===== src/rtl/vga_pong_engine.sv =====
// Parametrised VGA timing generator with a Pong renderer and frame-synchronous game logic.
// Game state only changes on FrameTick, so a displayed frame never tears.
module vga_pong_engine #(
  parameter int unsigned H_VA        = 640,
  parameter int unsigned H_FP        = 16,
  parameter int unsigned H_SP        = 96,
  parameter int unsigned H_BP        = 48,
  parameter int unsigned V_VA        = 480,
  parameter int unsigned V_FP        = 10,
  parameter int unsigned V_SP        = 2,
  parameter int unsigned V_BP        = 33,
  parameter bit          SYNC_POL    = 1'b0,
  parameter int unsigned PIX_DIV     = 2,
  parameter int unsigned CW          = 4,
  parameter int unsigned PAD_W       = 15,
  parameter int unsigned PAD_H       = 80,
  parameter int unsigned PAD_L_X     = 0,
  parameter int unsigned PAD_R_X     = 625,
  parameter int unsigned WALL_H      = 6,
  parameter int unsigned BALL_SIZE   = 16,
  parameter int unsigned BALL_STEP   = 2,
  parameter int unsigned MISS_FRAMES = 60
) (
  input  logic          Clock,
  input  logic          Resetn,
  input  logic          Enable,
  input  logic          Serve,
  input  logic [10:0]   PadL_Y,
  input  logic [10:0]   PadR_Y,
  output logic          HSync,
  output logic          VSync,
  output logic [CW-1:0] R,
  output logic [CW-1:0] G,
  output logic [CW-1:0] B,
  output logic [10:0]   HPos,
  output logic [10:0]   VPos,
  output logic          FrameTick,
  output logic          MissL,
  output logic          MissR
);

  localparam int unsigned H_TOT = H_VA + H_FP + H_SP + H_BP;
  localparam int unsigned V_TOT = V_VA + V_FP + V_SP + V_BP;
  localparam int unsigned DivW  = (PIX_DIV > 1) ? $clog2(PIX_DIV) : 1;

  localparam logic [DivW-1:0] DivLast = DivW'(PIX_DIV - 1);
  localparam logic [10:0] HLast = 11'(H_TOT - 1), VLast = 11'(V_TOT - 1);
  localparam logic [11:0] HVa = 12'(H_VA), VVa = 12'(V_VA);
  localparam logic [11:0] HSyncStart = 12'(H_VA + H_FP), HSyncLen = 12'(H_SP);
  localparam logic [11:0] VSyncStart = 12'(V_VA + V_FP), VSyncLen = 12'(V_SP);
  localparam logic [11:0] Bs = 12'(BALL_SIZE), Step = 12'(BALL_STEP);
  localparam logic [11:0] PadW = 12'(PAD_W), PadH = 12'(PAD_H);
  localparam logic [11:0] PadLX = 12'(PAD_L_X), PadRX = 12'(PAD_R_X);
  localparam logic [11:0] WallH = 12'(WALL_H), WallBot = 12'(V_VA - WALL_H);
  localparam logic [11:0] PadMin = 12'(WALL_H), PadMax = 12'(V_VA - WALL_H - PAD_H);
  localparam logic [11:0] BallXMax = 12'(H_VA - BALL_SIZE), BallYMax = 12'(V_VA - BALL_SIZE);
  localparam logic [11:0] BallX0 = 12'((H_VA - BALL_SIZE) / 2);
  localparam logic [11:0] BallY0 = 12'((V_VA - BALL_SIZE) / 2);
  localparam logic [11:0] PadY0 = 12'((V_VA - PAD_H) / 2);
  localparam logic [11:0] TopLim = 12'(WALL_H + BALL_STEP);
  localparam logic [11:0] BotLim = 12'(V_VA - WALL_H - BALL_STEP);
  localparam logic [11:0] LPadLim = 12'(PAD_L_X + PAD_W);
  localparam logic [11:0] RMissLim = 12'(H_VA - BALL_SIZE - BALL_STEP);
  localparam logic [11:0] MissLast = 12'(MISS_FRAMES - 1);

  typedef enum logic [1:0] {StIdle, StPlay, StMiss} state_e;

  logic [DivW-1:0] div_q;
  logic [10:0]     h_q, v_q;
  logic [11:0]     hx, vy;
  logic            pe, h_last, v_last;
  state_e          st_q;
  logic [11:0]     ball_x_q, ball_y_q, pad_l_q, pad_r_q, miss_cnt_q;
  logic            x_right_q, y_down_q, fg_q;

  assign pe        = (div_q == DivLast);
  assign h_last    = (h_q == HLast);
  assign v_last    = (v_q == VLast);
  assign FrameTick = pe & h_last & v_last;
  assign HPos      = h_q;
  assign VPos      = v_q;
  assign hx        = {1'b0, h_q};
  assign vy        = {1'b0, v_q};
  assign R         = {CW{fg_q}};
  assign G         = {CW{fg_q}};
  assign B         = {CW{fg_q}};

  always_ff @(posedge Clock or negedge Resetn) begin
    if (!Resetn) begin
      div_q <= '0;
      h_q   <= '0;
      v_q   <= '0;
    end else begin
      div_q <= pe ? '0 : div_q + DivW'(1);
      if (pe) begin
        h_q <= h_last ? '0 : h_q + 11'd1;
        if (h_last) v_q <= v_last ? '0 : v_q + 11'd1;
      end
    end
  end

  // Unsigned wrap makes (pos - origin) < size a one-compare half-open range test.
  logic visible, ball_hit, pad_l_hit, pad_r_hit, wall_hit, fg_d;
  always_comb begin
    visible   = (hx < HVa) && (vy < VVa);
    ball_hit  = ((hx - ball_x_q) < Bs) && ((vy - ball_y_q) < Bs);
    pad_l_hit = ((hx - PadLX) < PadW) && ((vy - pad_l_q) < PadH);
    pad_r_hit = ((hx - PadRX) < PadW) && ((vy - pad_r_q) < PadH);
    wall_hit  = (vy < WallH) || (vy >= WallBot);
    // Every sprite draws in the same colour, so priority collapses to an OR.
    fg_d      = visible && (ball_hit || pad_l_hit || pad_r_hit || wall_hit);
  end

  always_ff @(posedge Clock or negedge Resetn) begin
    if (!Resetn) begin
      HSync <= ~SYNC_POL;
      VSync <= ~SYNC_POL;
      fg_q  <= 1'b0;
    end else if (pe) begin
      HSync <= ((hx - HSyncStart) < HSyncLen) ? SYNC_POL : ~SYNC_POL;
      VSync <= ((vy - VSyncStart) < VSyncLen) ? SYNC_POL : ~SYNC_POL;
      fg_q  <= fg_d;
    end
  end

  function automatic logic [11:0] clamp_pad(input logic [10:0] y);
    logic [11:0] y12;
    y12 = {1'b0, y};
    if (y12 < PadMin) return PadMin;
    if (y12 > PadMax) return PadMax;
    return y12;
  endfunction

  // Collisions use the pre-move ball and the paddles shown during the finishing frame.
  logic ol_l, ol_r, hit_top, hit_bot, bounce_l, bounce_r, miss_l, miss_r;
  logic x_right_n, y_down_n;
  logic [11:0] next_x, next_y;
  always_comb begin
    ol_l      = (ball_y_q < pad_l_q + PadH) && (ball_y_q + Bs > pad_l_q);
    ol_r      = (ball_y_q < pad_r_q + PadH) && (ball_y_q + Bs > pad_r_q);
    hit_top   = !y_down_q && (ball_y_q <= TopLim);
    hit_bot   = y_down_q && (ball_y_q + Bs >= BotLim);
    bounce_l  = !x_right_q && (ball_x_q <= LPadLim) && ol_l;
    miss_l    = !x_right_q && (ball_x_q <= Step) && !ol_l;
    bounce_r  = x_right_q && (ball_x_q + Bs >= PadRX) && ol_r;
    miss_r    = x_right_q && (ball_x_q >= RMissLim) && !ol_r;
    x_right_n = x_right_q ^ (bounce_l | bounce_r);
    y_down_n  = y_down_q ^ (hit_top | hit_bot);
    if (x_right_n) next_x = (ball_x_q + Step > BallXMax) ? BallXMax : ball_x_q + Step;
    else           next_x = (ball_x_q < Step) ? '0 : ball_x_q - Step;
    if (y_down_n)  next_y = (ball_y_q + Step > BallYMax) ? BallYMax : ball_y_q + Step;
    else           next_y = (ball_y_q < Step) ? '0 : ball_y_q - Step;
  end

  always_ff @(posedge Clock or negedge Resetn) begin
    if (!Resetn) begin
      st_q       <= StIdle;
      ball_x_q   <= BallX0;
      ball_y_q   <= BallY0;
      x_right_q  <= 1'b1;
      y_down_q   <= 1'b1;
      pad_l_q    <= PadY0;
      pad_r_q    <= PadY0;
      miss_cnt_q <= '0;
      MissL      <= 1'b0;
      MissR      <= 1'b0;
    end else begin
      MissL <= 1'b0;
      MissR <= 1'b0;
      if (FrameTick) begin
        pad_l_q <= clamp_pad(PadL_Y);
        pad_r_q <= clamp_pad(PadR_Y);
        case (st_q)
          StIdle: begin
            ball_x_q <= BallX0;
            ball_y_q <= BallY0;
            if (Serve) st_q <= StPlay;
          end
          StPlay: begin
            if (Enable) begin
              x_right_q <= x_right_n;
              y_down_q  <= y_down_n;
              if (miss_l || miss_r) begin
                MissL      <= miss_l;
                MissR      <= miss_r;
                miss_cnt_q <= '0;
                st_q       <= StMiss;
              end else begin
                ball_x_q <= next_x;
                ball_y_q <= next_y;
              end
            end
          end
          StMiss: begin
            if (miss_cnt_q == MissLast) begin
              st_q     <= StIdle;
              ball_x_q <= BallX0;
              ball_y_q <= BallY0;
            end else begin
              miss_cnt_q <= miss_cnt_q + 12'd1;
            end
          end
          default: st_q <= StIdle;
        endcase
      end
    end
  end

endmodule


===== config.mk =====
export PLATFORM = sky130hd
export DESIGN_NAME = vga_pong_engine
export DESIGN_NICKNAME = d
export VERILOG_FILES = /design/src/rtl/vga_pong_engine.sv
export SDC_FILE = /design/constraint.sdc
export NUM_CORES = 1
export LEC_CHECK = 0
export CAP_MARGIN = 25
export CORE_AREA = 2 2 113 224
export DETAILED_ROUTE_END_ITERATION = 8
export DIE_AREA = 0 0 115 226
export GPL_ROUTABILITY_DRIVEN = 1
export GPL_TIMING_DRIVEN = 0
export SKIP_CTS_REPAIR_TIMING = 1
export SLEW_MARGIN = 0
export SYNTH_ARGS = -nofsm -noshare
export SYNTH_HDL_FRONTEND = slang
export SYNTH_SLANG_ARGS = --single-unit

===== constraint.sdc =====
create_clock -name Clock -period 3.7 [get_ports Clock]
set_input_delay 0.74 -clock Clock [delete_from_list [all_inputs] [get_ports Clock]]
set_output_delay 0.74 -clock Clock [all_outputs]
set_load 0.1 [all_outputs]

======== Word-level counts from Yosys, hierarchy flattened ========
Index checks and enable logic that the tools add are counted.
Widths: inputs -> output; s select.
storage, ports and cells
  RAM bits ................................ 0
  word-level logic and storage cells ...... 170
  memories ................................ 0
  latch bits .............................. 0
  ROM bits ................................ 0
  register bits after elaboration ......... 92
cells by class
  mux-type cells .......................... 54
  $mul .................................... 0
  equal/unequal tests ..................... 11
  bitwise gates (word level) .............. 6
  reduce and logical (&&, ||, !) cells .... 34
  shift-type cells ........................ 0
  div/mod/pow operators ................... 0
  magnitude comparators ................... 30
  add/subtract/negate cells ............... 19
operator list
  kind                    count
  $mux 12                 23
  $pmux 12 s3             2
  $sub 11x12->12          4
  $lt 12x2->1 const B     3
  $lt 12x7->1 const B     3
  $lt 11x3->1 const B     3
  $add 12x2->12 const B   2
  $add 12x5->12 const B   2
  $add 12x7->12 const B   2
  $ge 12x10->1 const B    2
  $gt 12x12->1            2
  $le 12x4->1 const B     2
  $lt 12x12->1            2
  $lt 12x5->1 const B     2
  $pmux 12 s2             1
  $sub 11x10->12 const B  2
  $sub 12x2->12 const B   2
  $add 11x1->11 const B   2
  $eq 11x10->1 const B    2
  $gt 11x9->1 const B     2
  $mux 11                 2
  $mux 1                  21
  $logic_and 1x1->1       17
  $reduce_and 5->1        3
  other kinds (28)        46

======== Longest topological paths before layout ========
  word-level depth ........................ 10
  mapped depth ............................ 17
  gate-level depth less buffers ........... 14

======== Least setup slack after synthesis ========
OpenSTA, ideal clock, no wires.
  kind .................................... register to output
  start point ............................. register h_q[4], in the netlist HPos[4]
  end point ............................... output FrameTick
  data required time ...................... 2.960 ns
  cell stages (with the launch flop) ...... 8
  arrival time ............................ 3.393 ns
  setup slack ............................. -0.433 ns
  cell sequence ........................... dfrtp_1 -> ha_1 -> nand4b_1 -> nor4_4 -> nand2_4 -> inv_1 -> clkbuf_1 -> clkbuf_1
between the ends
  cells in the longest elaborated chain, start to end .. 3
ends and longest elaborated chain
  item                       line  text
  start, declared            69    logic [10:0] h_q, v_q;
  start signal, assigned     96    h_q <= h_last ? '0 : h_q + 11'd1;
  $eq 11x10->1               77    assign h_last = (h_q == HLast);
  $and 1x1->1 (2 in series)  79    assign FrameTick = pe & h_last & v_last;
  end, declared              37    output logic FrameTick,
Every way passes these cells.

======== Final worst setup path ========
  start point ............................. register pad_l_q[7]
  end point ............................... register ball_x_q[7]
between the ends
  cells in the longest elaborated chain, start to end .. 10
  elaborated cells between the ends (all ways) .. 16
  those cells by class .................... add/sub: 1; order compare: 2; eq/ne: 1; mux: 4; bitwise: 2; reduce/logical: 6
ends and longest elaborated chain
  item                    line  text
  start, declared         73    logic [11:0] ball_x_q, ball_y_q, pad_l_q, pad_r_q, miss_cnt_q;
  start signal, assigned  162   pad_l_q <= PadY0;
  start signal, assigned  171   pad_l_q <= clamp_pad(PadL_Y);
  $add 12x7->12           139   ol_l = (ball_y_q < pad_l_q + PadH) && (ball_y_q + Bs > pad_l_q);
  $lt 12x12->1            139
  $logic_and 1x1->1 *     139
  $logic_and 1x1->1       143   bounce_l = !x_right_q && (ball_x_q <= LPadLim) && ol_l;
  $or 1x1->1              147   x_right_n = x_right_q ^ (bounce_l | bounce_r);
  $xor 1x1->1             147
  $mux 12                 149   if (x_right_n) next_x = (ball_x_q + Step > BallXMax) ? BallXMax : ball_x_q + Step;
  $mux 12                 183   if (miss_l || miss_r) begin
  $mux 12                 180   if (Enable) begin
  $pmux 12 s3             173   case (st_q)
  end signal, assigned    158   ball_x_q <= BallX0;
  end signal, assigned    175   ball_x_q <= BallX0;
  end signal, assigned    189   ball_x_q <= next_x;
  end, declared           73
Every way passes the cells marked *; elsewhere a longest branch is shown, timed or not. The select of a mux whose other input is x is not followed.
A chain may end at the register's enable or synchronous reset.

==> run metrics <==
CTS Buf Count 9; Worst-Skew Late Latency 0.37 ns; final hold violations 0; final-report setup violation count 2; asr flop ratio synth between 90% and 100%; area leader, netlist dfrtp_1; Clock Root Buffer clkbuf_16; Syn Area/Cell ~8.0 um^2; met3 GRT Util between 3 and 4%; initial antenna violation count 0; fillers around 2500; CTS sink cnt 88; routing usage on met2 40.49%; P&R area growth vs syn 23.52%; Period minus WS final 3.734 ns; CP max FO 8; Initial Util ~34%; GPL Wtd Cong 0.9773; DIE HEIGHT 226 um; final sum of negative setup slack -0.05162 ns; Post-Syn Nets 1161; global-route wire length before repair ~44000 um; hold_ws between 0.3 and 0.4 ns; max cap viols 0; Required @ worst endpoint 4.00 ns; cell area after synthesis ~8300 um^2; Detailed Place HPWL roughly 22000 um; Post-Layout Cell Count roughly 1400; num ports between 60 and 70; die width 115 um; unrepaired setup endpoints after global routing true; Setup crit start kind flip-flop; initial DRC count 570; fin util 42.28%; leakage roughly 4.4 nW; FF+latch count, synth 88; maximum VDD drop ~0.22 mV; outcome finished, violations left; grt met1 use between 20 and 25%; Top FF cell, synth dfrtp_1; pin count of the biggest net entering global routing 48; final instance area 10280 um^2; Nets about 1300; TritonRoute pass-1 iters 5; Clock transition at path regs about 0.07 ns; Pwr per Cell Area 235.3 nW/um^2; FP Rows 81; Max Buffers Root-to-Sink 2; gr busiest metal met2; total chip power approximately 2.4 mW; Netlist cell types 82; crit path kind flip-flop to flip-flop; Post-DRT Antenna Nets 0; PnR worst setup slack -0.03437 ns; via count about 8400; post-synthesis sequential area ratio about a quarter; vias in the first global route slightly above 8000; CTS tree built; Cell Area, Placed 9355 um^2; GRT Overall Usage between 20% and 30%; largest cells by area after synthesis dfrtp_1 (21%), ha_1 (15%), dfstp_2 (5.7%); placed cells approximately 1400; drt wl/cell 19.84 um; share of cells above drive strength 1 ~15%; highest clock rate 0.2678 GHz; Yosys Warn Count 0; Worst-Margin Slew 1.121 ns; Port Buffers 64; Place WS -1.208 ns; Via density 5.842; total routed wirelength 28420 um; Slew Viols, Final 0; core area 24320 um^2; skew final between 0.01 and 0.015 ns; Die ar. 25990 um^2; violated checks setup timing; H-Tree Depth 3; fin crit share 100.9%; arrival time worst endpoint roughly 4 ns; share of the synthesized area in the top cell type about a fifth; class of the worst hold path primary input to asynchronous set/reset pin; Residual DRC 0; number of diodes 0; Cells after Synth between 1000 and 1500; CP Capture Type flip-flop; Post-synth EDFFs 0; gr ovfl total 0; Max transition margin 24.61%
## cells by family (layout without fill, tap and decap cells)
family,Yosys count,in the layout,share of synthesized area [%]
and+or+nand+nor,402,402,24.41
AOI/OAI and AO/OA,289,289,22.92
buffers and inverters,114,218,5.906
adders and majority gates,97,97,14.58
DFF,88,88,26.72
xor gates and xnor gates,43,43,4.869
muxes,5,5,0.6012
## final timing paths
path	start	to	depth (start not counted)	slack, ns
worst max register to register	pad_l_q[7]	ball_x_q[7]	14	-0.03
max in group asynchronous	Resetn	ball_y_q[7]	2	2.59
worst min-delay path	Resetn	HPos[5]	1	0.38
min in group Clock	HSync	HSync	2	0.50
worst min register to register	HSync	HSync	2	0.50
worst max-delay path	pad_l_q[7]	ball_x_q[7]	14	-0.03
## cells in the mapped netlist (4+ instances only)
master / instances
a2111oi_0: 5
a211o_1: 6
a211oi_1: 14
a21o_1: 11
a21oi_1: 61
a22o_1: 4
a311oi_1: 4
a31o_2: 4
a31oi_1: 15
and2_1: 5
and3_1: 15
buf_2: 12
buf_4: 13
clkbuf_1: 24
dfrtp_1: 70
dfstp_2: 18
ha_1: 97
inv_1: 63
mux2i_1: 5
nand2_1: 109
nand2b_1: 15
nand3_1: 50
nand4_1: 22
nor2_1: 79
nor2b_1: 6
nor3_1: 35
nor4_1: 18
o2111ai_1: 6
o211ai_1: 6
o21a_1: 9
o21ai_0: 82
o22ai_1: 5
o31ai_1: 19
or3_1: 11
or4_1: 8
xnor2_1: 28
xor2_1: 12
## power by group
part           leakage, nW  internal (mW)  switching [mW]
Sequential            1.02          0.979          0.0221
Combinational         3.19          0.130           0.186
Clock                0.162          0.662           0.439
Total                 4.38           1.77           0.648
## critical path, cell delays in order, from the launching register on
cell and delay [ns]:
dfstp_2 0.57, clkinvlp_4 0.13, nor3_2 0.21, o21ai_1 0.11, xnor2_1 0.23, ha_1 0.30, nand4_1 0.21, nor2_1 0.07
a211o_1 0.33, or3_4 0.36, o21a_4 0.21, or4_4 0.43, buf_12 0.17, a211o_1 0.28, nand3_2 0.08
## per-layer routing
metal	wire length, um	up-vias
li1	-	4018
met1	10220	4024
met2	15060	232
met3	1051	92
met4	2076	0
met5	0	-
## layout by cell type (no fill, tap or decap), drive strengths merged, types with 12 or more instances in the layout
master and instances:
o21ai 82, nand2b 15, clkbuf 27, o31ai 20, nand3 51, ha 97, nand2 110, dfrtp 70
nor2 83, a211oi 14, a31oi 15, nor3 35, nor4 19, inv 62, buf 59, nand4 22
clkdlybuf4s50 62, dfstp 18, xnor2 29, a21oi 61, xor2 13, or3 12, and3 16
## state kept, by name (all words and copies together) (netlist names), 2 cells and up
register and cells:
HPos 11, VPos 11, ball_x_q 11, ball_y_q 11, miss_cnt_q 12, pad_l_q 11
pad_r_q 11, st_q 2
## area by class of cell
class | instances | area (um^2) | share of cell area (%)
repair buffers | 93 | 877.1 | 8.529
clock buffers | 9 | 225.2 | 2.190
plain buffers | 46 | 306.5 | 2.981
inverters | 63 | 244.0 | 2.373
flip-flops and latches | 88 | 2226 | 21.64
multi-input cells | 836 | 5923 | 57.60
clock inverters | 7 | 118.9 | 1.156
well taps | 290 | 362.8 | 3.528
Power figures use the tool's default switching activity.
==> variant 1 (same flow settings) <==
Make the reset (`Resetn`) synchronous in 3 clocked blocks.
--- a/src/rtl/vga_pong_engine.sv
+++ b/src/rtl/vga_pong_engine.sv
@@ -86,5 +86,5 @@
   assign B         = {CW{fg_q}};
 
-  always_ff @(posedge Clock or negedge Resetn) begin
+  always_ff @(posedge Clock) begin
     if (!Resetn) begin
       div_q <= '0;
@@ -112,5 +112,5 @@
   end
 
-  always_ff @(posedge Clock or negedge Resetn) begin
+  always_ff @(posedge Clock) begin
     if (!Resetn) begin
       HSync <= ~SYNC_POL;
@@ -153,5 +153,5 @@
   end
 
-  always_ff @(posedge Clock or negedge Resetn) begin
+  always_ff @(posedge Clock) begin
     if (!Resetn) begin
       st_q       <= StIdle;
Behaviour: differs if Resetn is asserted again (counterexample within 4 cycles, from zero or initial values and one cycle with Resetn low); with Resetn held inactive, the same outputs for 10 cycles.
==> variant 1 against the original RTL <==
Sequential cell count unchanged; cell area down 4.8%; setup slack gained 0.047 ns; first-iteration DRC count down 38%; critical path type unchanged; synthesized area down 4.5%; total power decreased by 13%; routed wire length up 1.9%; final cell count unchanged; critical endpoint is now ball_x_q[5].
==> variant 1: results (changes against the original RTL) <==
status finished, final reports clean; ys async rst share 0% (-100 points); Worst VDD drop 0.159 mV (-28%); fill cell count 2533 (+2.9%); synthesized net count 1159 (-0.17%); clock power share 43.3% (-2.2 points); most frequent cell after synthesis ha_1; Wirelength per Cell 20.2 um (+1.9%); vias in the first global route 8355 (+3.6%); r2r endpoint ball_x_q[5]; Final Skew 0.00738 ns (-0.00539 ns); CP max stage delay 0.37 ns (-0.20 ns); Switching Fraction 29.4% (+2.6 points); GRT Total Usage 22.4% (+0.38 points); RR Startpoint pad_l_q[8]; largest cells by area after synthesis dfxtp_1 22%, ha_1 15%, o21ai_0 4.5%; Slew headroom 30.5% (+5.9 points); hold crit path type register to register; share of power burned in registers 45.5% (+4.1 points); layout cell share with drive strength beyond 1 13.0% (-1.7 points); Worst Path Arrival 3.98 ns (-0.06 ns); Cells after Synth 1036 (-0.19%); pin count of the biggest net entering global routing 16 (-67%); pre-CTS WS -0.904 ns (+0.304 ns); Top delay family on crit path compound AO/OA/AOI/OAI gates; Worst Reg-to-Reg Cells 16 (+2); register area share after synthesis 22.1% (-4.6 points); commonest register cell after synthesis dfxtp_1; GPL Wtd Cong 0.993 (+1.6%); Worst path slowest cell o31ai_4; R2R setup slack 0.01 ns (+0.05 ns); final hold slack 0.491 ns (+0.111 ns)
## variant 1: area by class of cell
class                   instances  area, um2  share of cell area, %
well taps                     290        363                   3.71
clock inverters                 6       43.8                  0.447
clock buffers                  10        229                   2.34
repair buffers                 92        870                   8.88
plain buffers                  49        312                   3.18
multi-input cells             826       5910                   60.3
flip-flops and latches         88       1790                   18.2
inverters                      71        284                   2.90
## variant 1: logic make-up after synthesis
kind of cell             Yosys count  share of synthesized area, %
AND/OR/NAND/NOR                  382                          24.5
AO/OA/AOI/OAI                    281                          23.4
buffers and inverters            122                          7.09
adder cells (fa/ha/maj)           97                          15.3
flip-flops                        88                          22.1
XOR/XNOR                          48                          5.29
multiplexers                      18                          2.33
## variant 1: metal layers
metal	vias up	wire (um)	track usage (%)
met5	-	0	0
met4	0	2370	16.8
met3	118	1290	3.78
met2	290	15400	41.9
met1	4003	9940	21.0
li1	4037	-	-
==> variant 2 (config.mk and constraints unchanged) <==
Made on the original files. `CW`: 4 -> 2.
--- a/src/rtl/vga_pong_engine.sv
+++ b/src/rtl/vga_pong_engine.sv
@@ -12,5 +12,5 @@
   parameter bit          SYNC_POL    = 1'b0,
   parameter int unsigned PIX_DIV     = 2,
-  parameter int unsigned CW          = 4,
+  parameter int unsigned CW          = 2,
   parameter int unsigned PAD_W       = 15,
   parameter int unsigned PAD_H       = 80,
Ports: changed (resized B, G and R); port bits go from 65 to 59. No check against the original RTL was run, so the function may have changed too.
==> variant 2 against the original RTL <==
The flow still finishes with violations (setup timing); clock power is 8% lower; cell area is 1.9% lower; worst hold slack lost 0.016 ns; setup slack improved by 0.034 ns; maximum frequency is 0.91% higher; total power is 4.0% lower; sequential cell count unchanged; count of clock-buffer cells in the layout did not move; final cell count decreased by 1.7%; synthesized area is 0.54% lower; synthesized cell count down 0.58%; sequential power about the same; combinational power is 2% lower; routed wire length shrank 0.25%; critical path type unchanged; largest cell class unchanged.
==> variant 2: results (changes against the original RTL) <==
RR Startpoint ball_y_q[5]; Non-Filler Instances 1408 (-1.7%); CP Max Fanout 7 (-1); Switching Fraction 29.3% (+2.5 points); Worst VDD drop 0.219 mV (-1.3%); met3 Use GR 3.06% (+0.027 points); M1 wire length 10.3 mm (+0.38%); Critical path destination ball_y_q[10]; final hold slack 0.363 ns (-0.0160 ns); Initial DRC Count 522 (-8.4%); Final setup viols 1 (-1); reported leakage power 4.27 nW (-2.6%); GR Layer Usage met1 21.6% (-0.78 points); Slew headroom 33.7% (+9.1 points); post-placement cell count 1381 (-0.86%); Cells after Synth 1032 (-0.58%); Worst Path Arrival 3.97 ns (-0.07 ns); area post-placement 9250 um2 (-1.1%); DRT Wirelength 28.3 mm (-0.25%); first-pass GRT wire length 43.5 mm (-0.57%); met3 wire len 872 um (-17%); share of power burned in registers 43.1% (+1.7 points); largest cells by area after synthesis dfrtp_1 21%, ha_1 15%, dfstp_2 5.7%; synthesized net count 1155 (-0.52%); post-route setup slack -0.000586 ns (+0.0338 ns); length of routed met2 wiring 15.0 mm (-0.39%); status complete, but fails checks; setup tns final -0.000586 ns (+0.0510 ns); post-DR vias/cell 5.90 (+1.0%); M2 GR Usage 40.1% (-0.44 points); vias in the first global route 8103 (+0.52%); GPL Wtd Cong 0.963 (-1.5%); layout cell share with drive strength beyond 1 13.3% (-1.3 points); number of port buffers 58 (-9.4%); hpwl dp 21.6 mm (-0.82%); failing checks setup timing; Final Skew 0.0175 ns (+0.00476 ns)
-- variant 2: changes by cell type in the layout (fill, tap and decap cells not counted), sizes merged --
cell           delta
clkinv            -1
bufinv            -2
clkdlybuf4s50     -6
buf              -18
inv               +3
-- variant 2: area by class of cell --
cell class,count,area [um2]
Buffer,41,265
Fill cell,2467,14200
Tap cell,290,363
Clock inverter,7,85.1
Sequential cell,88,2230
Clock buffer,9,225
Timing Repair Buffer,74,726
Inverter,63,244
Multi-Input combinational cell,836,5950
-- variant 2: worst max-delay path, delay by kind of cell (launching register included) --
kind,cells,cell delay [ns]
adders and majority gates,2,0.41
xor gates and xnor gates,1,0.24
buffers and inverters,2,0.30
AOI/OAI and AO/OA,6,1.26
and+or+nand+nor,3,0.71
DFF,1,0.64
-- variant 2: kinds of logic after synthesis --
group / share of synthesized area, %
and+or+nand+nor: 24.5
AOI/OAI and AO/OA: 23.0
buffers and inverters: 5.39
adders and majority gates: 14.7
DFF: 26.9
xor gates and xnor gates: 4.90
muxes: 0.604
